==> config.mk <==
export PLATFORM = sky130hd
export DESIGN_NAME = fpga_cfg_loader
export DESIGN_NICKNAME = d
export VERILOG_FILES = /design/src/rtl/fpga_cfg_loader.sv
export SDC_FILE = /design/constraint.sdc
export NUM_CORES = 1
export LEC_CHECK = 0
export BUFFER_PORTS_ARGS = -buffer_cell sky130_fd_sc_hd__buf_2
export CAP_MARGIN = 15
export CORE_MARGIN = 2
export CORE_UTILIZATION = 50
export DETAILED_ROUTE_END_ITERATION = 7
export HOLD_SLACK_MARGIN = 0.05
export MAX_ROUTING_LAYER = met4
export PLACE_DENSITY = 0.66
export SLEW_MARGIN = 20
export SYNTH_ARGS = -nofsm -noshare
export SYNTH_HDL_FRONTEND = slang
export SYNTH_SLANG_ARGS = --single-unit
==> constraint.sdc <==
create_clock -name clk -period 2.1 [get_ports clk]
set_input_delay 0.42 -clock clk [delete_from_list [all_inputs] [get_ports clk]]
set_output_delay 0.42 -clock clk [all_outputs]
set_load 0.1 [all_outputs]
==> src/rtl/fpga_cfg_loader.sv <==
// Bitstream loader for the fabric configuration chain: takes bytes over a
// valid/ready interface and shifts them MSB-first into ccff_head.
module fpga_cfg_loader #(
  parameter int CHAIN_LEN = 1024,
  parameter int TIMEOUT   = 4096
) (
  input  logic       clk,
  input  logic       reset,
  input  logic       start,
  input  logic [7:0] byte_in,
  input  logic       byte_valid,
  output logic       byte_ready,
  output logic       ccff_head,
  output logic       prog_shift,
  input  logic       ccff_tail,
  output logic       cfg_busy,
  output logic       cfg_done,
  output logic       cfg_err,
  output logic       readback_parity
);

  localparam int BW = $clog2(CHAIN_LEN + 1);
  localparam int TW = $clog2(TIMEOUT + 1);
  localparam logic [BW-1:0] LP_LEN = BW'(CHAIN_LEN);
  localparam logic [TW-1:0] LP_TMO = TW'(TIMEOUT);

  typedef enum logic [2:0] {
    IDLE,
    LOAD,
    SHIFT,
    DONE,
    ERR
  } state_t;

  state_t         r_state;
  state_t         w_nextState;
  logic [7:0]     r_sr;
  logic [2:0]     r_byteCnt;
  logic [BW-1:0]  r_bitCnt;
  logic [TW-1:0]  r_tmoCnt;
  logic           r_parity;

  logic [BW-1:0]  w_bitNext;
  logic [TW-1:0]  w_tmoNext;
  logic           w_lastBit;
  logic           w_timeout;

  assign w_bitNext = r_bitCnt + BW'(1);
  assign w_tmoNext = r_tmoCnt + TW'(1);
  assign w_lastBit = (w_bitNext == LP_LEN);
  assign w_timeout = (w_tmoNext == LP_TMO);

  always_ff @(posedge clk) begin
    if (reset) begin
      r_state <= IDLE;
    end else begin
      r_state <= w_nextState;
    end
  end

  // Outputs depend only on r_state and registers, never directly on inputs.
  always_comb begin
    w_nextState = r_state;
    byte_ready  = 1'b0;
    prog_shift  = 1'b0;
    ccff_head   = 1'b0;
    cfg_busy    = 1'b0;
    cfg_done    = 1'b0;
    cfg_err     = 1'b0;
    unique case (r_state)
      IDLE: begin
        if (start) w_nextState = LOAD;
      end
      LOAD: begin
        byte_ready = 1'b1;
        cfg_busy   = 1'b1;
        if (byte_valid)     w_nextState = SHIFT;
        else if (w_timeout) w_nextState = ERR;
      end
      SHIFT: begin
        prog_shift = 1'b1;
        ccff_head  = r_sr[7];
        cfg_busy   = 1'b1;
        if (w_lastBit)              w_nextState = DONE;
        else if (r_byteCnt == 3'd7) w_nextState = LOAD;
      end
      DONE: begin
        cfg_done = 1'b1;
        if (start) w_nextState = LOAD;
      end
      ERR: begin
        cfg_err = 1'b1;
        if (start) w_nextState = LOAD;
      end
      default: w_nextState = IDLE;
    endcase
  end

  // Datapath; the chain shifts on every edge where r_state is SHIFT, so the
  // tail sample and the bit count advance in lockstep with prog_shift.
  always_ff @(posedge clk) begin
    if (reset) begin
      r_sr      <= '0;
      r_byteCnt <= '0;
      r_bitCnt  <= '0;
      r_tmoCnt  <= '0;
      r_parity  <= 1'b0;
    end else begin
      unique case (r_state)
        LOAD: begin
          if (byte_valid) begin
            r_sr      <= byte_in;
            r_byteCnt <= '0;
          end else begin
            r_tmoCnt  <= w_tmoNext;
          end
        end
        SHIFT: begin
          r_sr      <= {r_sr[6:0], 1'b0};
          r_bitCnt  <= w_bitNext;
          r_byteCnt <= r_byteCnt + 3'd1;
          r_parity  <= r_parity ^ ccff_tail;
          if (r_byteCnt == 3'd7) r_tmoCnt <= '0;
        end
        default: begin
          if (start) begin
            r_bitCnt <= '0;
            r_tmoCnt <= '0;
            r_parity <= 1'b0;
          end
        end
      endcase
    end
  end

  assign readback_parity = r_parity;

endmodule
; Word-level counts from Yosys, hierarchy flattened
; Index checks and enable logic that the tools add are counted.
[classes]
addsub = 3
n_eq_ne = 13
mux = 24
bitwise_logic = 2
reduce_logical = 10
[ops]
columns = op, count
row1 = $mux W13, 3
row2 = $pmux W13 S2, 1
row3 = $pmux W11 S2, 1
row4 = $mux W3, 6
row5 = $pmux W8 S2, 1
row6 = $add A13 B1 Y13 const B, 1
row7 = $eq A13 B13 Y1 const B, 1
row8 = $add A11 B1 Y11 const B, 1
row9 = $eq A11 B11 Y1 const B, 1
row10 = $mux W11, 1
row11 = $pmux W3 S3, 1
row12 = $mux W8, 1
row13 = $mux W1, 7
row14 = $eq A3 B2 Y1 const B, 2
row15 = $eq A3 B3 Y1 const B, 2
row16 = $ne A2 B2 Y1 const B, 3
row17 = $ne A3 B3 Y1 const B, 2
row18 = $pmux W3 S2, 1
row19 = $reduce_and A3 Y1, 2
row20 = $reduce_and A2 Y1, 2
row21 = $reduce_bool A2 Y1, 2
row22 = $add A3 B1 Y3 const B, 1
row23 = $eq A3 B1 Y1 const B, 1
row24 = $logic_not A3 Y1, 1
row25 = other kinds (7), 7
[totals]
reg_bits = 39
inputBits = 13
output_inout_bits = 7
elab_cells = 58

; Depth between registers and ports, before layout
[depth]
ltp_word = 5
mapped_depth = 7
depth_no_buf = 7

; Worst setup path after synthesis
; OpenSTA, ideal clock, no wires.
[synth_timing]
path_type = reg-to-output
startpoint = reg r_state[1]
endpoint = out ccff_head
arrival_ps = 2793
required_ps = 1680
slack_ps = -1113
stages_incl_launch_ff = 5
n_path_buf = 1
cell_sequence = dfxtp_1 > or3b_1 > inv_2 > clkbuf_1 > and2_1
[synth_via]
elab_chain_cells = 2
[synth_rtl]
columns = element, line
row1 = start: declaration, 35  ; state_t r_state;
row2 = start signal: assignment, 57  ; r_state <= w_nextState;
row3 = $eq A3 B2 Y1, 70  ; unique case (r_state)
row4 = $mux W1, 70
row5 = end: declaration, 13  ; output logic ccff_head,
; No other way between the ends.

; Worst setup path after layout
; Same ends and word-level chain as after synthesis.

==> report_table.html <==
<table>
<tr><th>Metric</th><th>Value</th></tr>
<tr><th colspan="2">Run status</th></tr>
<tr><td>Result of the run</td><td>finished, final reports clean</td></tr>
<tr><th colspan="2">Worst setup path</th></tr>
<tr><td>Crit-path max cell delay</td><td>0.41 ns</td></tr>
<tr><td>Required time of the critical path</td><td>1.68 ns</td></tr>
<tr><td>Slowest cell on the critical path</td><td>or3b_4</td></tr>
<tr><td>Critical path launch point</td><td>r_state[1]$_SDFFE_PP0P_</td></tr>
<tr><td>Ordered list of cells on the worst path</td><td>or3b_4 -&gt; inv_2 -&gt; buf_8 -&gt; and2_4 -&gt; buf_12</td></tr>
<tr><td>Arrival time at the worst endpoint</td><td>between 1.5 and 2 ns</td></tr>
<tr><td>Reg-to-Reg Start</td><td>r_tmoCnt[1]$_SDFFE_PP0P_</td></tr>
<tr><td>Worst Path Max Fanout</td><td>6</td></tr>
<tr><td>Kind of start point of the critical path</td><td>flop</td></tr>
<tr><td>Critical path class</td><td>reg -&gt; out</td></tr>
<tr><td>Nature of the critical path endpoint</td><td>output pin</td></tr>
<tr><th colspan="2">Synthesis</th></tr>
<tr><td>Most used flip-flop cell after synthesis</td><td>dfxtp_1</td></tr>
<tr><td>Post-synth EDFFs</td><td>0</td></tr>
<tr><td>Post-Syn Instances</td><td>286</td></tr>
<tr><td>Flip-flop and latch count after synthesis</td><td>39</td></tr>
<tr><td>Post-synth cell types</td><td>53</td></tr>
<tr><td>Async SR Flop Fraction</td><td>0</td></tr>
<tr><td>Syn nets</td><td>a little over 300</td></tr>
<tr><td>Post-Synthesis Cell Area</td><td>2190 um2</td></tr>
<tr><td>Leading post-synthesis cells by cell area</td><td>dfxtp_1 (36%), nor2_1 (7.6%), a21oi_1 (7.1%), nand2_1 (4.8%), o21ai_0 (3.9%)</td></tr>
<tr><td>Share of the yosys chip area belonging to registers</td><td>0.357</td></tr>
<tr><td>Avg Inst Size Synth</td><td>roughly 7.6 um2</td></tr>
<tr><td>Synth area leader</td><td>dfxtp_1</td></tr>
<tr><td>Yosys warning count</td><td>0</td></tr>
<tr><td>Portion of synthesized cell area occupied by the leading cell type</td><td>0.357</td></tr>
<tr><th colspan="2">Clocking</th></tr>
<tr><td>Clock transition time at the flip-flop clock pins of the worst setup and hold paths</td><td>0.07 ns</td></tr>
<tr><td>Post-CTS Hold Buffers</td><td>0</td></tr>
<tr><td>Maximum buffer depth of the clock tree</td><td>2</td></tr>
<tr><td>TritonCTS clock tree</td><td>done</td></tr>
<tr><td>Number of levels the H-tree was split into</td><td>2</td></tr>
<tr><td>Clock latency reported for the late side of the worst-skew pair</td><td>0.29 ns</td></tr>
<tr><td>Total clock buffers created by CTS</td><td>5</td></tr>
<tr><td>Clock sink total</td><td>39</td></tr>
<tr><td>Clock tree root buffer cell</td><td>clkbuf_8</td></tr>
<tr><th colspan="2">Place</th></tr>
<tr><td>Port Buf Inserts</td><td>19</td></tr>
<tr><td>Half-perimeter wire length after detailed placement</td><td>between 3000 and 4000 um</td></tr>
<tr><td>Cell Count Post-Placement</td><td>359</td></tr>
<tr><td>Post-detailed-placement cell area</td><td>2480 um2</td></tr>
<tr><td>Global placement routability congestion</td><td>around 0.95</td></tr>
<tr><td>Pre-CTS setup slack</td><td>0.0477 ns</td></tr>
<tr><th colspan="2">Global route</th></tr>
<tr><td>Largest net degree at the start of global routing</td><td>18</td></tr>
<tr><td>Global-route usage over all layers</td><td>0.230</td></tr>
<tr><td>First-pass GRT wire length</td><td>between 8000 and 9000 um</td></tr>
<tr><td>Global-route congestion overflow total</td><td>0</td></tr>
<tr><td>Number of antenna violations at the first check in global routing</td><td>0</td></tr>
<tr><td>Vias in the first global route</td><td>between 1.5k and 2k</td></tr>
<tr><th colspan="2">Final layout</th></tr>
<tr><td>Layout cell share with drive strength beyond 1</td><td>0.213</td></tr>
<tr><td>Post-layout util</td><td>0.610</td></tr>
<tr><td>Finished Cell Area</td><td>2620 um2</td></tr>
<tr><td>Post-route insts no fill</td><td>372</td></tr>
<tr><td>Filler instances</td><td>400</td></tr>
<tr><td>Count of inserted antenna diode cells</td><td>0</td></tr>
<tr><td>Area added between synthesis and finish</td><td>19.8%</td></tr>
<tr><td>Layout Nets</td><td>between 300 and 400</td></tr>
<tr><th colspan="2">STA</th></tr>
<tr><td>Worst Setup Slack, final</td><td>0.0760 ns</td></tr>
<tr><td>Final number of setup-violating endpoints</td><td>0</td></tr>
<tr><td>Final critical path time including I/O delays and setup</td><td>~2 ns</td></tr>
<tr><td>Layout Skew</td><td>0.00193 ns</td></tr>
<tr><td>RSZ-0062 raised after global routing</td><td>no</td></tr>
<tr><td>Final-layout setup total negative slack</td><td>0 ns</td></tr>
<tr><td>Fin crit share</td><td>0.964</td></tr>
<tr><td>Achievable frequency</td><td>slightly below 0.5 GHz</td></tr>
<tr><td>Actual transition at the worst max-transition pin</td><td>0.483 ns</td></tr>
<tr><td>Worst rel slew slack</td><td>0.680</td></tr>
<tr><td>Max-slew violations</td><td>0</td></tr>
<tr><td>Final count of hold timing violations</td><td>0</td></tr>
<tr><td>Worst hold slack</td><td>roughly 0.36 ns</td></tr>
<tr><th colspan="2">Worst hold path</th></tr>
<tr><td>Beginning of the worst hold path</td><td>byte_in[0]</td></tr>
<tr><td>Worst min-delay path category</td><td>in -&gt; reg</td></tr>
<tr><th colspan="2">Route</th></tr>
<tr><td>Post-DR wirelength/cell</td><td>14.0 um</td></tr>
<tr><td>Via count normalized by instance count</td><td>5.76</td></tr>
<tr><td>DR vias</td><td>roughly 2.1k</td></tr>
<tr><td>DRC violation count after routing</td><td>0</td></tr>
<tr><td>Wire length reported by the detailed router</td><td>5220 um</td></tr>
<tr><td>Number of antenna-violating nets in the routed design</td><td>0</td></tr>
<tr><td>Initial DRC Count</td><td>157</td></tr>
<tr><td>Detailed-router iteration count before antenna repair</td><td>4</td></tr>
<tr><th colspan="2">Die</th></tr>
<tr><td>Height of the die</td><td>70.1 um</td></tr>
<tr><td>Total core area</td><td>4290 um2</td></tr>
<tr><td>Number of core rows</td><td>24</td></tr>
<tr><td>Number of I/O pins</td><td>20</td></tr>
<tr><td>Initial standard-cell utilization of the core</td><td>0.509</td></tr>
<tr><td>Die width</td><td>70.1 um</td></tr>
<tr><td>Total Die Area</td><td>4920 um2</td></tr>
<tr><th colspan="2">Run</th></tr>
<tr><td>Number of max-cap violations</td><td>0</td></tr>
<tr><th colspan="2">Pwr</th></tr>
<tr><td>Power Dens Cells</td><td>~630 nW/um2</td></tr>
<tr><td>Maximum VDD drop</td><td>0.532 mV</td></tr>
<tr><td>Static Leak</td><td>0.997 nW</td></tr>
<tr><td>Power after layout</td><td>1.66 mW</td></tr>
</table>
-- sequential cells by signal, summed over array words and instances, names as in the netlist --
| register | cells |
|---|---|
| r_bitCnt | 11 |
| r_sr | 8 |
| r_state | 3 |
| r_tmoCnt | 13 |
| r_byteCnt | 3 |
| readback_parity | 1 |
-- area by class of cell --
type,count,area [um2],share of cell area
timing repair buffer,42,335,0.128
inverter,5,20.0,0.00764
sequential,39,786,0.300
clock buffer,7,76.3,0.0291
clock inverter,1,5.00,0.00191
multi-input combinational,226,1330,0.509
tap,52,65.1,0.0248
-- cells in the final DEF, fill, tap and decap left out, types with 3 or more instances in the layout --
cell / synthesis / routed
xnor2_1: 3 / 3
dfxtp_1: 39 / 37
nand2_1: 28 / 27
nor2_1: 44 / 44
nor4_1: 6 / 5
a31oi_1: 6 / 6
and3_1: 3 / 3
clkbuf_8: 0 / 5
a22oi_1: 9 / 9
buf_4: 0 / 22
buf_2: 6 / 15
a211oi_1: 4 / 4
nand4_1: 4 / 4
inv_1: 3 / 3
nand3_1: 10 / 10
nor3_1: 11 / 11
a21oi_1: 31 / 31
buf_12: 0 / 4
o21ai_0: 17 / 17
ha_1: 5 / 4
a311oi_1: 4 / 4
or3_1: 4 / 4
-- cell usage after synthesis, types with 4 or more instances --
cell type  number
clkbuf_1        8
dfxtp_1        39
a211oi_1        4
nor2_1         44
nand4_1         4
a21oi_1        31
o21ai_0        17
buf_2           6
nor3_1         11
a31oi_1         6
a22oi_1         9
nor4_1          6
nand3_1        10
a311oi_1        4
ha_1            5
nand2_1        28
or3_1           4
-- cells by family (layout without fill, tap and decap cells) --
| family | count (synthesis) | in the layout | synth area share |
|---|---|---|---|
| and+or+nand+nor | 129 | 129 | 0.301 |
| DFF | 39 | 39 | 0.357 |
| muxes | 1 | 1 | 0.00458 |
| adders and majority gates | 5 | 5 | 0.0286 |
| xor gates and xnor gates | 5 | 5 | 0.0200 |
| buffers and inverters | 21 | 55 | 0.0412 |
| AOI/OAI and AO/OA | 86 | 86 | 0.247 |
-- per-layer routing --
metal	up-vias	global-route usage	part of all wire	routed length [um]
met5	-	-	0	0
met4	0	0.0791	0.016	83
met3	9	0.0418	0.047	243
met2	49	0.328	0.43	2260
met1	973	0.328	0.50	2630
li1	1113	-	-	-
-- repair_timing --
action                     4_1_cts  5_1_grt
setup endpoints to repair        1        3
resized for setup                3        5
buffers inserted                 0        5
pin swaps                        0        0
-- critical path, delay by kind of cell (launching register included) --
family | cells | cell delay, ns
and+or+nand+nor | 2 | 0.56
DFF | 1 | 0.38
buffers and inverters | 3 | 0.37
-- power by group --
part | leakage (nW) | internal [mW] | switching, mW | total (mW)
Clock | 0.0422 | 0.233 | 0.251 | 0.484
Combinational | 0.638 | 0.145 | 0.248 | 0.392
Sequential | 0.317 | 0.762 | 0.0199 | 0.781
Total | 0.997 | 1.14 | 0.519 | 1.66
-- final timing paths --
| kind | slack [ns] | cells past startpoint | end |
|---|---|---|---|
| min reg2reg | 0.46 | 2 | r_sr[2]$_SDFFE_PP0P_ |
| min | 0.36 | 3 | r_sr[0]$_SDFFE_PP0P_ |
| max reg2reg | 0.13 | 7 | r_state[0]$_SDFFE_PP0P_ |
| max | 0.08 | 5 | ccff_head |
Note: power is estimated with default switching activity, not from simulation.
